## src/rtl/fifo_pkg.sv

```systemverilog
// Shared constants and helpers for the synchronous FIFO family.
// Holds default geometry and the pointer-width to depth mapping.
package fifo_pkg;

  localparam int DEF_DATA_W = 8;
  localparam int DEF_ADDR_W = 4;

  // Number of storage entries addressed by an addr_w-bit index.
  function automatic int fifo_depth(input int addr_w);
    return 1 << addr_w;
  endfunction

endpackage : fifo_pkg

```

## src/rtl/fifo_ram_2p.sv

```systemverilog
// Two-port storage: one write port, one registered read port.
// The array is never cleared; only the read register has a reset value.
module fifo_ram_2p
  import fifo_pkg::*;
#(
  parameter int DATA_W = DEF_DATA_W,
  parameter int ADDR_W = DEF_ADDR_W
) (
  input  logic              clk,
  input  logic              reset,
  input  logic              wr_en,
  input  logic [ADDR_W-1:0] wr_addr,
  input  logic [DATA_W-1:0] wr_data,
  input  logic              rd_en,
  input  logic [ADDR_W-1:0] rd_addr,
  output logic [DATA_W-1:0] rd_data
);

  localparam int DEPTH = fifo_depth(ADDR_W);

  logic [DATA_W-1:0] mem [DEPTH];

  // NOTE: storage arrays get no reset branch; clearing them would force
  // flops instead of RAM, and stale entries are never observable anyway.
  always_ff @(posedge clk) begin
    if (wr_en) begin
      mem[wr_addr] <= wr_data;
    end
  end

  // NOTE: non-blocking assignment here means the read samples the array
  // before this edge's write, so a same-address read returns the old word.
  always_ff @(posedge clk) begin
    if (reset) begin
      rd_data <= '0;
    end else if (rd_en) begin
      rd_data <= mem[rd_addr];
    end
  end

endmodule : fifo_ram_2p

```

## src/rtl/param_sync_fifo.sv

```systemverilog
// Parameterised single-clock FIFO with wrap-bit pointers, registered
// status flags, occupancy count and rejected-request pulses.
module param_sync_fifo
  import fifo_pkg::*;
#(
  parameter int DATA_W = DEF_DATA_W,
  parameter int ADDR_W = DEF_ADDR_W,
  parameter int AF_LVL = fifo_depth(ADDR_W) - 2,
  parameter int AE_LVL = 2
) (
  input  logic              clk,
  input  logic              reset,
  input  logic              wr_en,
  input  logic [DATA_W-1:0] wr_data,
  input  logic              rd_en,
  output logic [DATA_W-1:0] rd_data,
  output logic              rd_valid,
  output logic              full,
  output logic              empty,
  output logic              almost_full,
  output logic              almost_empty,
  output logic [ADDR_W:0]   count,
  output logic              overflow,
  output logic              underflow
);

  localparam int DEPTH = fifo_depth(ADDR_W);

  if (DATA_W < 1) begin : g_bad_data_w
    $error("param_sync_fifo: DATA_W must be >= 1");
  end
  if (ADDR_W < 2) begin : g_bad_addr_w
    $error("param_sync_fifo: ADDR_W must be >= 2");
  end
  if (!(AE_LVL < AF_LVL && AF_LVL <= DEPTH)) begin : g_bad_levels
    $error("param_sync_fifo: need AE_LVL < AF_LVL <= DEPTH");
  end

  localparam logic [ADDR_W:0] AF_CNT = AF_LVL[ADDR_W:0];
  localparam logic [ADDR_W:0] AE_CNT = AE_LVL[ADDR_W:0];

  logic [ADDR_W:0] wr_ptr;
  logic [ADDR_W:0] rd_ptr;
  logic [ADDR_W:0] wr_ptr_nxt;
  logic [ADDR_W:0] rd_ptr_nxt;
  logic [ADDR_W:0] count_nxt;
  logic            wr_acc;
  logic            rd_acc;
  logic            full_nxt;
  logic            empty_nxt;

  // No bypass: a read needs a stored word, while a write into a full FIFO
  // is allowed when a read frees a slot on the same edge.
  assign rd_acc     = rd_en && !empty;
  assign wr_acc     = wr_en && (!full || rd_acc);

  assign wr_ptr_nxt = wr_ptr + {{ADDR_W{1'b0}}, wr_acc};
  assign rd_ptr_nxt = rd_ptr + {{ADDR_W{1'b0}}, rd_acc};
  assign count_nxt  = wr_ptr_nxt - rd_ptr_nxt;

  assign full_nxt   = (wr_ptr_nxt[ADDR_W-1:0] == rd_ptr_nxt[ADDR_W-1:0]) &&
                      (wr_ptr_nxt[ADDR_W] != rd_ptr_nxt[ADDR_W]);
  assign empty_nxt  = (wr_ptr_nxt == rd_ptr_nxt);

  // Flags are registered from the next-state pointers, so every flag agrees
  // with count in the same cycle.
  always_ff @(posedge clk) begin
    if (reset) begin
      wr_ptr       <= '0;
      rd_ptr       <= '0;
      count        <= '0;
      full         <= 1'b0;
      empty        <= 1'b1;
      almost_full  <= (AF_CNT == '0);
      almost_empty <= 1'b1;
      rd_valid     <= 1'b0;
      overflow     <= 1'b0;
      underflow    <= 1'b0;
    end else begin
      wr_ptr       <= wr_ptr_nxt;
      rd_ptr       <= rd_ptr_nxt;
      count        <= count_nxt;
      full         <= full_nxt;
      empty        <= empty_nxt;
      almost_full  <= (count_nxt >= AF_CNT);
      almost_empty <= (count_nxt <= AE_CNT);
      rd_valid     <= rd_acc;
      overflow     <= wr_en && !wr_acc;
      underflow    <= rd_en && !rd_acc;
    end
  end

  fifo_ram_2p #(
    .DATA_W (DATA_W),
    .ADDR_W (ADDR_W)
  ) u_ram (
    .clk     (clk),
    .reset   (reset),
    .wr_en   (wr_acc),
    .wr_addr (wr_ptr[ADDR_W-1:0]),
    .wr_data (wr_data),
    .rd_en   (rd_acc),
    .rd_addr (rd_ptr[ADDR_W-1:0]),
    .rd_data (rd_data)
  );

endmodule : param_sync_fifo

```

## config.mk

```make
export PLATFORM = sky130hd
export DESIGN_NAME = param_sync_fifo
export DESIGN_NICKNAME = d
export VERILOG_FILES = /design/src/rtl/fifo_pkg.sv /design/src/rtl/fifo_ram_2p.sv /design/src/rtl/param_sync_fifo.sv
export SDC_FILE = /design/constraint.sdc
export NUM_CORES = 1
export LEC_CHECK = 0
export ABC_AREA = 0
export CAP_MARGIN = 20
export CORE_MARGIN = 3
export CORE_UTILIZATION = 30
export CTS_CLUSTER_SIZE = 8
export DETAILED_ROUTE_END_ITERATION = 8
export PLACE_DENSITY = 0.46
export SLEW_MARGIN = 10
export SYNTH_ARGS = -nofsm -noshare
export SYNTH_HDL_FRONTEND = slang
export SYNTH_SLANG_ARGS = --single-unit
```

## constraint.sdc

```tcl
create_clock -name clk -period 4.2 [get_ports clk]
set_input_delay 0.42 -clock clk [delete_from_list [all_inputs] [get_ports clk]]
set_output_delay 0.42 -clock clk [all_outputs]
set_load 0.05 [all_outputs]
```

# Word level (Yosys, flattened, before mapping)

Memory sizes are Yosys's and may differ from the RTL's. A register that Yosys moved wholly into a read port is not among the register bits.
Cells that the tools add are included.

$add $sub $neg: 3
Magnitude comparators: 2
Equality and inequality tests: 3
Multiplexer cells: 2
Reductions and logical operators: 10

Operators with widths:

| cell               | number |
|---|---|
| $add 5x1->5        | 2 |
| $eq 5x5->1         | 1 |
| $ge 5x4->1 const B | 1 |
| $le 5x2->1 const B | 1 |
| $logic_and 1x1->1  | 5 |
| $sub 5x5->5        | 1 |
| $eq 4x4->1         | 1 |
| $logic_not 1->1    | 4 |
| $mux 1             | 2 |
| $logic_or 1x1->1   | 1 |
| $ne 1x1->1         | 1 |

Bits in registers: 22
Memory bits (writable): 128
Output and inout port bits: 20
Logic and storage cells: 31
Memories kept: 1

Memory list:

| name      | words | width | read ports | clocked after Yosys merged registers in | write ports | RTL line          | text |
|---|---|---|---|---|---|---|---|
| u_ram.mem | 16    | 8     | 1          | 1                                       | 1           | fifo_ram_2p.sv:21 | `logic [DATA_W-1:0] mem [DEPTH];` |

# Depth between registers and ports, before layout

Word-level depth: 7
Mapped depth: 12
Mapped depth without buffers: 12

# By module

From an unflattened synthesis, not the netlist that was laid out.

Cells, all modules: 413
Area, all modules: 6388.6 um^2

By module, submodules not included:

| module          | times used | cells an instance | area each (um^2) | seq. area each (um^2) |
|---|---|---|---|---|
| fifo_ram_2p     | 1          | 316               | 5343.9           | 4003.8 |
| param_sync_fifo | 1          | 97                | 1044.8           | 440.4 |

# Worst setup path before layout

No wires, ideal clock.

Path type: register to register
From: register empty
To: register almost_full
Library setup time: 0.132 ns
Data arrival time: 2.633 ns
Data required time: 4.068 ns
Slack: 1.435 ns
Cell stages (with the launch flop): 12
Period minus slack after synthesis: 2.765 ns
Path through: dfxtp_1 -> nor2b_1 -> o21ai_0 -> inv_1 -> ha_1 -> ha_1 -> ha_1 -> nor2b_1 -> o21ai_0 -> mux2i_1 -> o311ai_1 -> a21oi_1

Cells in the longest elaborated chain, start to end: 7

Ends and longest elaborated chain:

| element                | RTL line              | text |
|---|---|---|
| from (decl)            | param_sync_fifo.sv:19 | `output logic empty,` |
| from (signal assigned) | param_sync_fifo.sv:84 | `empty <= empty_nxt;` |
| $logic_not 1->1 (*)    | param_sync_fifo.sv:54 | `assign rd_acc = rd_en && !empty;` |
| $logic_and 1x1->1 (*)  | param_sync_fifo.sv:54 |  |
| $logic_or 1x1->1       | param_sync_fifo.sv:55 | `assign wr_acc = wr_en && (!full \|\| rd_acc);` |
| $logic_and 1x1->1      | param_sync_fifo.sv:55 |  |
| $add 5x1->5            | param_sync_fifo.sv:57 | `assign wr_ptr_nxt = wr_ptr + {{ADDR_W{1'b0}}, wr_acc};` |
| $sub 5x5->5 (*)        | param_sync_fifo.sv:59 | `assign count_nxt = wr_ptr_nxt - rd_ptr_nxt;` |
| $ge 5x4->1 (*)         | param_sync_fifo.sv:85 | `almost_full <= (count_nxt >= AF_CNT);` |
| to (signal assigned)   | param_sync_fifo.sv:74 | `almost_full <= (AF_CNT == '0);` |
| to (signal assigned)   | param_sync_fifo.sv:85 |  |
| to (decl)              | param_sync_fifo.sv:20 | `output logic almost_full,` |

Every way passes the cells marked *; elsewhere a longest branch is shown, timed or not.
A chain may end at the register's enable or synchronous reset.

# Worst setup path in the final report

From: input port rd_en
To: register almost_full

Cells in the longest elaborated chain, start to end: 6

Ends and longest elaborated chain:

| element               | RTL line              | text |
|---|---|---|
| from (decl)           | param_sync_fifo.sv:15 | `input logic rd_en,` |
| $logic_and 1x1->1 (*) | param_sync_fifo.sv:54 |  |
| $logic_or 1x1->1      | param_sync_fifo.sv:55 |  |
| $logic_and 1x1->1     | param_sync_fifo.sv:55 |  |
| $add 5x1->5           | param_sync_fifo.sv:57 |  |
| $sub 5x5->5 (*)       | param_sync_fifo.sv:59 |  |
| $ge 5x4->1 (*)        | param_sync_fifo.sv:85 |  |

Marked as above.

==> metrics.md <==
| Metric | Value |
|---|---|
| Slew Viols, Final | 0 |
| Die area | 22,400 um2 |
| Final min period | 3060 ps |
| First-pass GRT wire length | 20.9 mm |
| Final worst-path cycle share | 72.9% |
| Peak supply drop | 0.279 mV |
| RSZ-0062 raised after global routing | false |
| Pleak | 2.41 nW |
| CTS tree | yes |
| CTS resizes | 0 |
| Mapped Nets | 365 |
| Critical path capture point type | flop |
| Relative slew slack | 27.3% |
| Max cap viols | 0 |
| Pwr/cell area | 514 nW/um2 |
| Status | finished, final reports clean |
| Initial antenna violation count | 0 |
| Crit path max fanout | 12 |
| Hold Path Stages | 2 |
| CTS Hold Bufs | 0 |
| Ports | 32 |
| Fillers | 1,799 |
| Post-Route Setup TNS | 0 ps |
| Most frequent cells in the layout | edfxtp_1 (128), mux4_2 (32), clkdlybuf4s50_1 (31), dfxtp_1 (29), nor2_1 (28) |
| First DRT Iteration DRCs | 201 |
| Max Freq | 327 MHz |
| Post-synthesis sequential area ratio | 71.8% |
| Worst Max-Slew Pin Slew | 1090 ps |
| Total GRT Usage | 13.0% |
| Clock root buffer | clkbuf_16 |
| Largest cells by area after synthesis | edfxtp_1 (62%), mux4_2 (12%), dfxtp_1 (9.7%) |
| Final instance area | 7400 um2 |
| PortBufs | 31 |
| Synthesis-stage register bit count | 158 |
| Layout cell share with drive strength beyond 1 | 20.9% |
| DRC viols | 0 |
| Chip height | 150 um |
| CTS Sinks | 158 |
| Total gr overflow | 0 |
| Synthesized instance count | 343 |
| Largest area contributor in the synthesized netlist | edfxtp_1 |
| Clk_lat worst skew | 420 ps |
| Worst Reg2Reg Path Length in Cells | 12 |
| Die X | 150 um |
| Post-synth EDFFs | 128 |
| Nets | 406 |
| Syn Area/Cell | 18.0 um2 |
| Via Count | 3,129 |
| CORE AREA | 19,800 um2 |
| Synth Cell Area | 6190 um2 |
| Hold Crit Class | reg2reg |
| WP data required | 4460 ps |
| P&R area growth vs syn | 19.6% |
| Vias in the first global route | 3,346 |
| Antenna Cells | 0 |
| Synth top area share | 62.1% |
| Ys flop type | edfxtp_1 |
| Worst setup path class | in2reg |
| Detailed placement HPWL | 8.70 mm |
| Cell Area, Placed | 6810 um2 |
| Setup Skew | 8.18 ps |
| CTS HTree Levels | 4 |
| DR vias/cell | 4.73 |
| TritonCTS Buffers | 17 |
| Clock transition at path regs | 60 ps |
| Postcts setup bufs | 0 |
| YS warnings | 0 |
| Crit start category | input pin |
| Finished Core Util | 37.3% |
| Asr flop ratio synth | 0% |
| Initial core utilization | 31.2% |
| Hold Vio Cnt, Final | 0 |
| Clock Path Buffers | 2 |
| Overall power | 3.80 mW |
| Total iterations of the first detailed-routing run | 4 |
| Yosys cell types | 36 |
| Setup violators final | 0 |
| Routed wire per std cell | 20.5 um |
| Largest net degree at the start of global routing | 31 |
| DRT antenna net count | 0 |
| Final WL | 13.6 mm |
| Commonest non-fill, non-tap cell in the layout | edfxtp_1 |
| Row count | 51 |
| Routability congestion estimate from global placement | 0.729 |
| Critical Path AT | 3320 ps |
path summary, 6_finish.rpt:
path               from          end  slack [ps]
setup / recovery  rd_en  almost_full        1140
hold / removal    empty    underflow         480
setup reg to reg  empty  almost_full        1260
hold reg to reg   empty    underflow         480
kinds of logic after synthesis:
family,after synthesis,share of synthesized area (%)
buf+inv,28,2.02
compound gates,33,4.69
xor+xnor,11,2.04
mux,33,11.8
fa+ha+maj,10,2.02
simple gates,70,5.60
flops,158,71.8
cells in the mapped netlist, types with 6 or more instances:
library cell / count
edfxtp_1: 128
o22ai_1: 8
nor3_1: 6
mux4_2: 32
clkbuf_1: 9
nor2_1: 28
inv_1: 10
nand3_1: 6
dfxtp_1: 30
nand2b_1: 12
ha_1: 10
a221oi_2: 6
nor2b_1: 9
a22o_1: 8
metal layers:
layer	GRT usage, %	wire [um]
met2	20.3	6530
met1	17.6	6150
met3	3.69	686
met4	4.53	187
met5	0	0
flip-flops by register name (all words and copies together) (netlist names):
name and count:
u_ram.mem 128, almost_full 1, underflow 1, u_ram.rd_data 8
overflow 1, count 5, full 1, rd_ptr 5
empty 1, almost_empty 1, wr_ptr 5, rd_valid 1
report_power, final:
part / leakage (nW) / internal (mW) / total (mW) / switching, mW
Clock: 0.272 / 0.886 / 1.53 / 0.645
Sequential: 1.40 / 1.74 / 1.78 / 0.0387
Combinational: 0.741 / 0.204 / 0.489 / 0.285
Total: 2.41 / 2.83 / 3.80 / 0.969
worst max-delay path: stages:
cell and delay [ps]:
clkdlybuf4s50_1 420, nor2b_1 140, buf_4 170, o21ai_0 370, inv_1 120, ha_1 240
ha_1 290, ha_1 300, nor2b_1 150, o21ai_0 140, mux2i_1 120, o311ai_1 310
a21oi_1 110
area by class of cell:
class	instances	area, um2	area share (%)
timing repair buffer	40	378	5.11
sequential	158	4450	60.1
tap	265	332	4.48
clock inverter	14	158	2.13
inverter	10	37.5	0.507
multi-input combinational	157	1620	21.9
clock buffer	18	429	5.80
through the flow:
stage | std cells | setup WS, ps | hold WS, ps
after floorplan | 343 | 1430 | 511
after global placement | 630 | 832 | 481
after detailed placement | 630 | 749 | 471
after CTS | 662 | 1180 | 475
after global routing | 662 | 931 | 499
final | 662 | 1140 | 477
No activity file was read; power rests on OpenSTA's default activity.
